**src/rtl/serial_nibble_receiver.sv**
```systemverilog
// Serial-to-parallel word receiver fed by the upstream shift register's S_OUT.
// Assembles WIDTH-bit words MSB- or LSB-first, optionally framed by start/stop bits.
module serial_nibble_receiver #(
    parameter int WIDTH = 4
) (
    input  logic             clk,
    input  logic             RESET,
    input  logic             ENB,
    input  logic             S_IN,
    input  logic             DIR,
    input  logic             FRAMED,
    input  logic             RD,
    input  logic             CLR,
    output logic [WIDTH-1:0] Q,
    output logic             VALID,
    output logic             BUSY,
    output logic             OVERRUN,
    output logic             FRAME_ERR,
    output logic [1:0]       dbg_state
);

    localparam int CW = $clog2(WIDTH + 1);

    typedef enum logic [1:0] {
        IDLE = 2'd0,
        DATA = 2'd1,
        STOP = 2'd2
    } state_t;

    state_t            state;
    logic [CW-1:0]     cnt;
    logic [WIDTH-1:0]  sh;
    logic              dir_l;
    logic              framed_l;

    logic              dir_use;
    logic [WIDTH-1:0]  base;
    logic [WIDTH-1:0]  shifted;
    logic              last_data;
    logic              commit;
    logic              frame_set;
    logic              overrun_set;
    logic [WIDTH-1:0]  word;

    // The edge leaving IDLE uses the live DIR and starts from an empty register.
    always_comb begin
        dir_use     = (state == IDLE) ? DIR : dir_l;
        base        = (state == IDLE) ? '0 : sh;
        shifted     = dir_use ? {base[WIDTH-2:0], S_IN} : {S_IN, base[WIDTH-1:1]};
        last_data   = (state == DATA) && (cnt == CW'(WIDTH - 1));
        commit      = ENB && ((last_data && !framed_l) || ((state == STOP) && S_IN));
        word        = (state == STOP) ? sh : shifted;
        frame_set   = ENB && (state == STOP) && !S_IN;
        overrun_set = commit && VALID && !RD;
    end

    // Handshake: Q is valid while VALID=1; RD=1 on an edge with VALID=1 consumes it,
    // unless a new word commits on that same edge, in which case VALID stays high.
    always_ff @(posedge clk) begin
        if (RESET) begin
            state     <= IDLE;
            cnt       <= '0;
            sh        <= '0;
            dir_l     <= 1'b0;
            framed_l  <= 1'b0;
            Q         <= '0;
            VALID     <= 1'b0;
            OVERRUN   <= 1'b0;
            FRAME_ERR <= 1'b0;
        end else begin
            if (ENB) begin
                case (state)
                    IDLE: begin
                        if (!FRAMED) begin
                            state    <= DATA;
                            cnt      <= CW'(1);
                            sh       <= shifted;
                            dir_l    <= DIR;
                            framed_l <= 1'b0;
                        end else if (!S_IN) begin
                            state    <= DATA;
                            cnt      <= '0;
                            sh       <= '0;
                            dir_l    <= DIR;
                            framed_l <= 1'b1;
                        end
                    end
                    DATA: begin
                        sh <= shifted;
                        if (last_data) begin
                            cnt   <= '0;
                            state <= framed_l ? STOP : IDLE;
                        end else begin
                            cnt <= cnt + CW'(1);
                        end
                    end
                    STOP: begin
                        state <= IDLE;
                    end
                    default: begin
                        state <= IDLE;
                    end
                endcase
            end

            if (commit) begin
                Q     <= word;
                VALID <= 1'b1;
            end else if (RD) begin
                VALID <= 1'b0;
            end

            // Set events take priority over a simultaneous clear.
            if (overrun_set)   OVERRUN <= 1'b1;
            else if (CLR)      OVERRUN <= 1'b0;

            if (frame_set)     FRAME_ERR <= 1'b1;
            else if (CLR)      FRAME_ERR <= 1'b0;
        end
    end

    assign BUSY      = (state != IDLE);
    assign dbg_state = state;

endmodule
```
**config.mk**
```make
export PLATFORM = sky130hd
export DESIGN_NAME = serial_nibble_receiver
export DESIGN_NICKNAME = d
export VERILOG_FILES = /design/src/rtl/serial_nibble_receiver.sv
export SDC_FILE = /design/constraint.sdc
export NUM_CORES = 1
export LEC_CHECK = 0
export CAP_MARGIN = 20
export CORE_MARGIN = 2
export CORE_UTILIZATION = 40
export CTS_BUF_LIST = sky130_fd_sc_hd__clkbuf_2 sky130_fd_sc_hd__clkbuf_4 sky130_fd_sc_hd__clkbuf_8
export CTS_CLUSTER_SIZE = 30
export DETAILED_ROUTE_END_ITERATION = 10
export PLACE_DENSITY = 0.67
export RECOVER_POWER = 50
export SLEW_MARGIN = 30
export SYNTH_ARGS = -nofsm -noshare
export SYNTH_HDL_FRONTEND = slang
export SYNTH_SLANG_ARGS = --single-unit
```
**constraint.sdc**
```tcl
create_clock -name clk -period 1.4 [get_ports clk]
set_clock_uncertainty 0.15 [all_clocks]
set_input_delay 0.42 -clock clk [delete_from_list [all_inputs] [get_ports clk]]
set_output_delay 0.42 -clock clk [all_outputs]
set_load 0.005 [all_outputs]
```
==> run summary <==
The initialized floorplan defines 17 standard-cell rows. Mapped cell area: 919.6 µm². At the end of the flow the core is filled with cells to 66.25%. At the end of the flow, the number of nets in the layout was 158. The proportion of synthesized flip-flops having asynchronous set or reset works out to 0%. In the final routed layout, each cell accounts on average for 15.11 µm.

The worst-case IR drop observed on VDD is 0.6147 mV. The die covers 2699 µm². The final reports fail on setup timing. The number of top-level pins is 18.

Data required time of the critical path: 1.49 ns. By area the synthesized netlist is led by dfxtp_1, nor2_1, nor3_1. The total congestion overflow is 0. STA puts the critical path data arrival time at 1.71 ns. The final critical-path required period came out at 1.624 ns.

Counting every instance in the synthesized netlist gives 106. The number of clock sinks is 18, and the number of antenna violations at the first check in global routing is 0. The height of the chip was 51.95 µm. The run gives 35.86% as the met2 routing resource usage after global routing. Timing would allow up to 615.7 MHz.

Placeable core region: 2191 µm². The post-layout worst setup margin is -0.2241 ns. Headroom to the max-slew limit came out at 78.45%. The startpoint of the tightest hold check path was Q[3]$_SDFFE_PP0P_.

The critical register-to-register path startpoint was dbg_state[1]$_SDFFE_PP0P_. The first detailed-routing pass ran for 4 iterations. The tools report the beginning of the critical path as dbg_state[1]$_SDFFE_PP0P_. Entering global routing, the biggest net connects 11 pins. The tools report the first-pass GRT wire length as 4.181 mm. Flip-flop cell with the highest count after synthesis: dfxtp_1. The worst path uses 116.0% of the clock period. Global routing used 27.18% of the available met1 tracks. The tools report the routed via count as 959. In the final layout, the multi-input gates occupy 623.1 µm². In this run, post-CTS hold repair placed 0 buffers. The tools report the final number of hold-violating endpoints as 0. The run finished, with violations left. Most instantiated library cell after synthesis: dfxtp_1. Setup repair after global routing could not meet its margin everywhere. In this run the clock root is driven by a clkbuf_4. The post-route antenna net violation count is 0. STA classifies the critical path endpoint as a register.

Summing the sequential cell areas from Yosys gives 39.18% of the chip area. The aggregate global-route resource usage was 20.85%; the width of the chip was 51.95 µm. The largest fanout on the critical path was 4; the H-tree depth reported by CTS was 1. Counting flops and latches in the post-synthesis netlist gives 18.

The total power is 1.089 mW. For this run, the number of Yosys warnings is 0. The longest clock path from root to sink contains 2 buffers. The tools report the number of fillers in the final layout as 181. Count of flip-flops with a built-in enable after synthesis: 0.

The post-detailed-route via-to-cell ratio came out at 5.449. Clock tree synthesis inserted a total of 3 buffers. The count of final max-slew check failures came out at 0.

The tightest min-delay check is of the register to register type. The peak-usage layer in the global routing report is met2. The clock-pin slew of the registers on the worst-case setup and hold paths is 0.10 ns, and the area taken by flip-flops and latches is 374.1 µm². The critical setup path kind is register to register. In the synthesized netlist, the cells that appear most often are dfxtp_1, nor2_1, nor3_1. Global routing used 4.598% of the available met3 tracks. For the pin with the worst max-slew slack, the measured transition is 0.3142 ns.

The later pin in the worst-skew pair is clocked with a latency of 0.30 ns. The number of global-route vias before repair is 886, and the final weighted congestion of routability-driven global placement is 0.9128. The detailed placement HPWL was 1.795 mm. In this run the tool buffered the top-level ports with 17 buffer cells. The aggregate routed wire length was 2.659 mm; the growth of design area from synthesis to finish was 57.82%. The standby leakage power is 0.6374 nW. The critical path startpoint category was a register.

The average cell area after synthesis was 8.676 µm²; the initial core utilization was 41.98%. When the netlist entered floorplanning its net count stood at 115. TritonCTS built the clock tree. The fraction of layout cells with a size suffix above 1 was 53.38%; the DRC violation total after the first TritonRoute iteration was 33.

The synthesized netlist contains 36 unique library cells. Power spread over the standard cell area amounts to 750.0 nW/µm². Setup violations remaining at the end of the flow were counted as 17. Of the post-synthesis cell area, the dominant cell type holds 39.18%. Across the run, the number of max-cap violations was 0.

After detailed routing, the number of remaining DRC violations is 0. For the number of inserted diodes, the log shows 0. The biggest area contributor in the post-synthesis netlist is dfxtp_1.
cells by family after synthesis:
group / synth area share, %
flops: 39.18
fa+ha+maj: 1.360
simple gates: 26.12
compound gates: 20.82
buf+inv: 6.803
mux: 5.714
path summary, 6_finish.rpt:
kind / end / slack, ns / cells after the start
max reg2reg: Q[3]$_SDFFE_PP0P_ / -0.22 / 6
min reg2reg: Q[3]$_SDFFE_PP0P_ / 0.32 / 2
max: Q[3]$_SDFFE_PP0P_ / -0.22 / 6
min: Q[3]$_SDFFE_PP0P_ / 0.32 / 2
layer usage:
| layer | part of all wire, % | wire [µm] |
|---|---|---|
| met1 | 44 | 1177 |
| met2 | 51 | 1369 |
| met3 | 3.7 | 98 |
| met4 | 0.53 | 14 |
| met5 | 0 | 0 |
registers in the layout (all words and copies together), names as in the netlist:
register and count:
cnt 3, FRAME_ERR 1, dbg_state 2, sh 4, VALID 1, dir_l 1
framed_l 1, Q 4, OVERRUN 1
power breakdown:
part / total [mW] / switching (mW) / internal, mW / leakage [nW]
Combinational: 0.224 / 0.109 / 0.115 / 0.466
Sequential: 0.538 / 0.0145 / 0.524 / 0.150
Clock: 0.326 / 0.168 / 0.159 / 0.0210
cells in the final DEF (no fill, tap or decap), types with 2 or more instances in the layout:
cell	count
buf_4	21
dfxtp_1	9
nor2_1	9
dfxtp_2	8
buf_6	8
buf_2	7
inv_1	5
nand2_1	5
nor3_1	5
a21oi_1	5
nand3_1	4
clkdlybuf4s50_1	4
a21oi_2	3
mux2i_1	3
nand4b_1	3
clkbuf_4	3
nor2_4	2
nor2b_4	2
a32o_1	2
mux2_2	2
o21ai_0	2
a221oi_2	2
nand2_2	2
nor3_2	2
clkbuf_2	2
dlygate4sd2_1	2
what timing repair did:
item	CTS	global route
resized for setup	75	11
pin swaps	12	10
setup buffers	5	2
setup endpoints to repair	26	17
hold endpoints to repair	0	0
cloned	0	0
critical path, stage by stage (launching register included):
cell	delay, ns
dfxtp_2	0.34
buf_6	0.12
buf_6	0.11
or4b_4	0.55
o211ai_2	0.09
nand2_2	0.08
a21oi_2	0.11
through the flow:
stage	hold WS, ns	TNS [ns]	setup WS [ns]	std cells	area, µm²
final	0.3203	-2.369	-0.2241	176	1451
after global routing	0.3352	-3.083	-0.2660	176	1451
after CTS	0.3145	-1.577	-0.2500	174	1413
after detailed placement	0.3117	-9.296	-0.6334	166	1276
after global placement	0.2949	-8.823	-0.5880	166	1276
after floorplan	0.2886	-0.04923	-0.02456	106	964.7
layout make-up:
class	count	share of cell area (%)
timing repair buffer	45	24.83
sequential	18	25.78
multi-input combinational	75	42.93
tap	28	2.414
inverter	6	1.552
clock buffer	4	2.500
(Power assumes the default switching activity.)
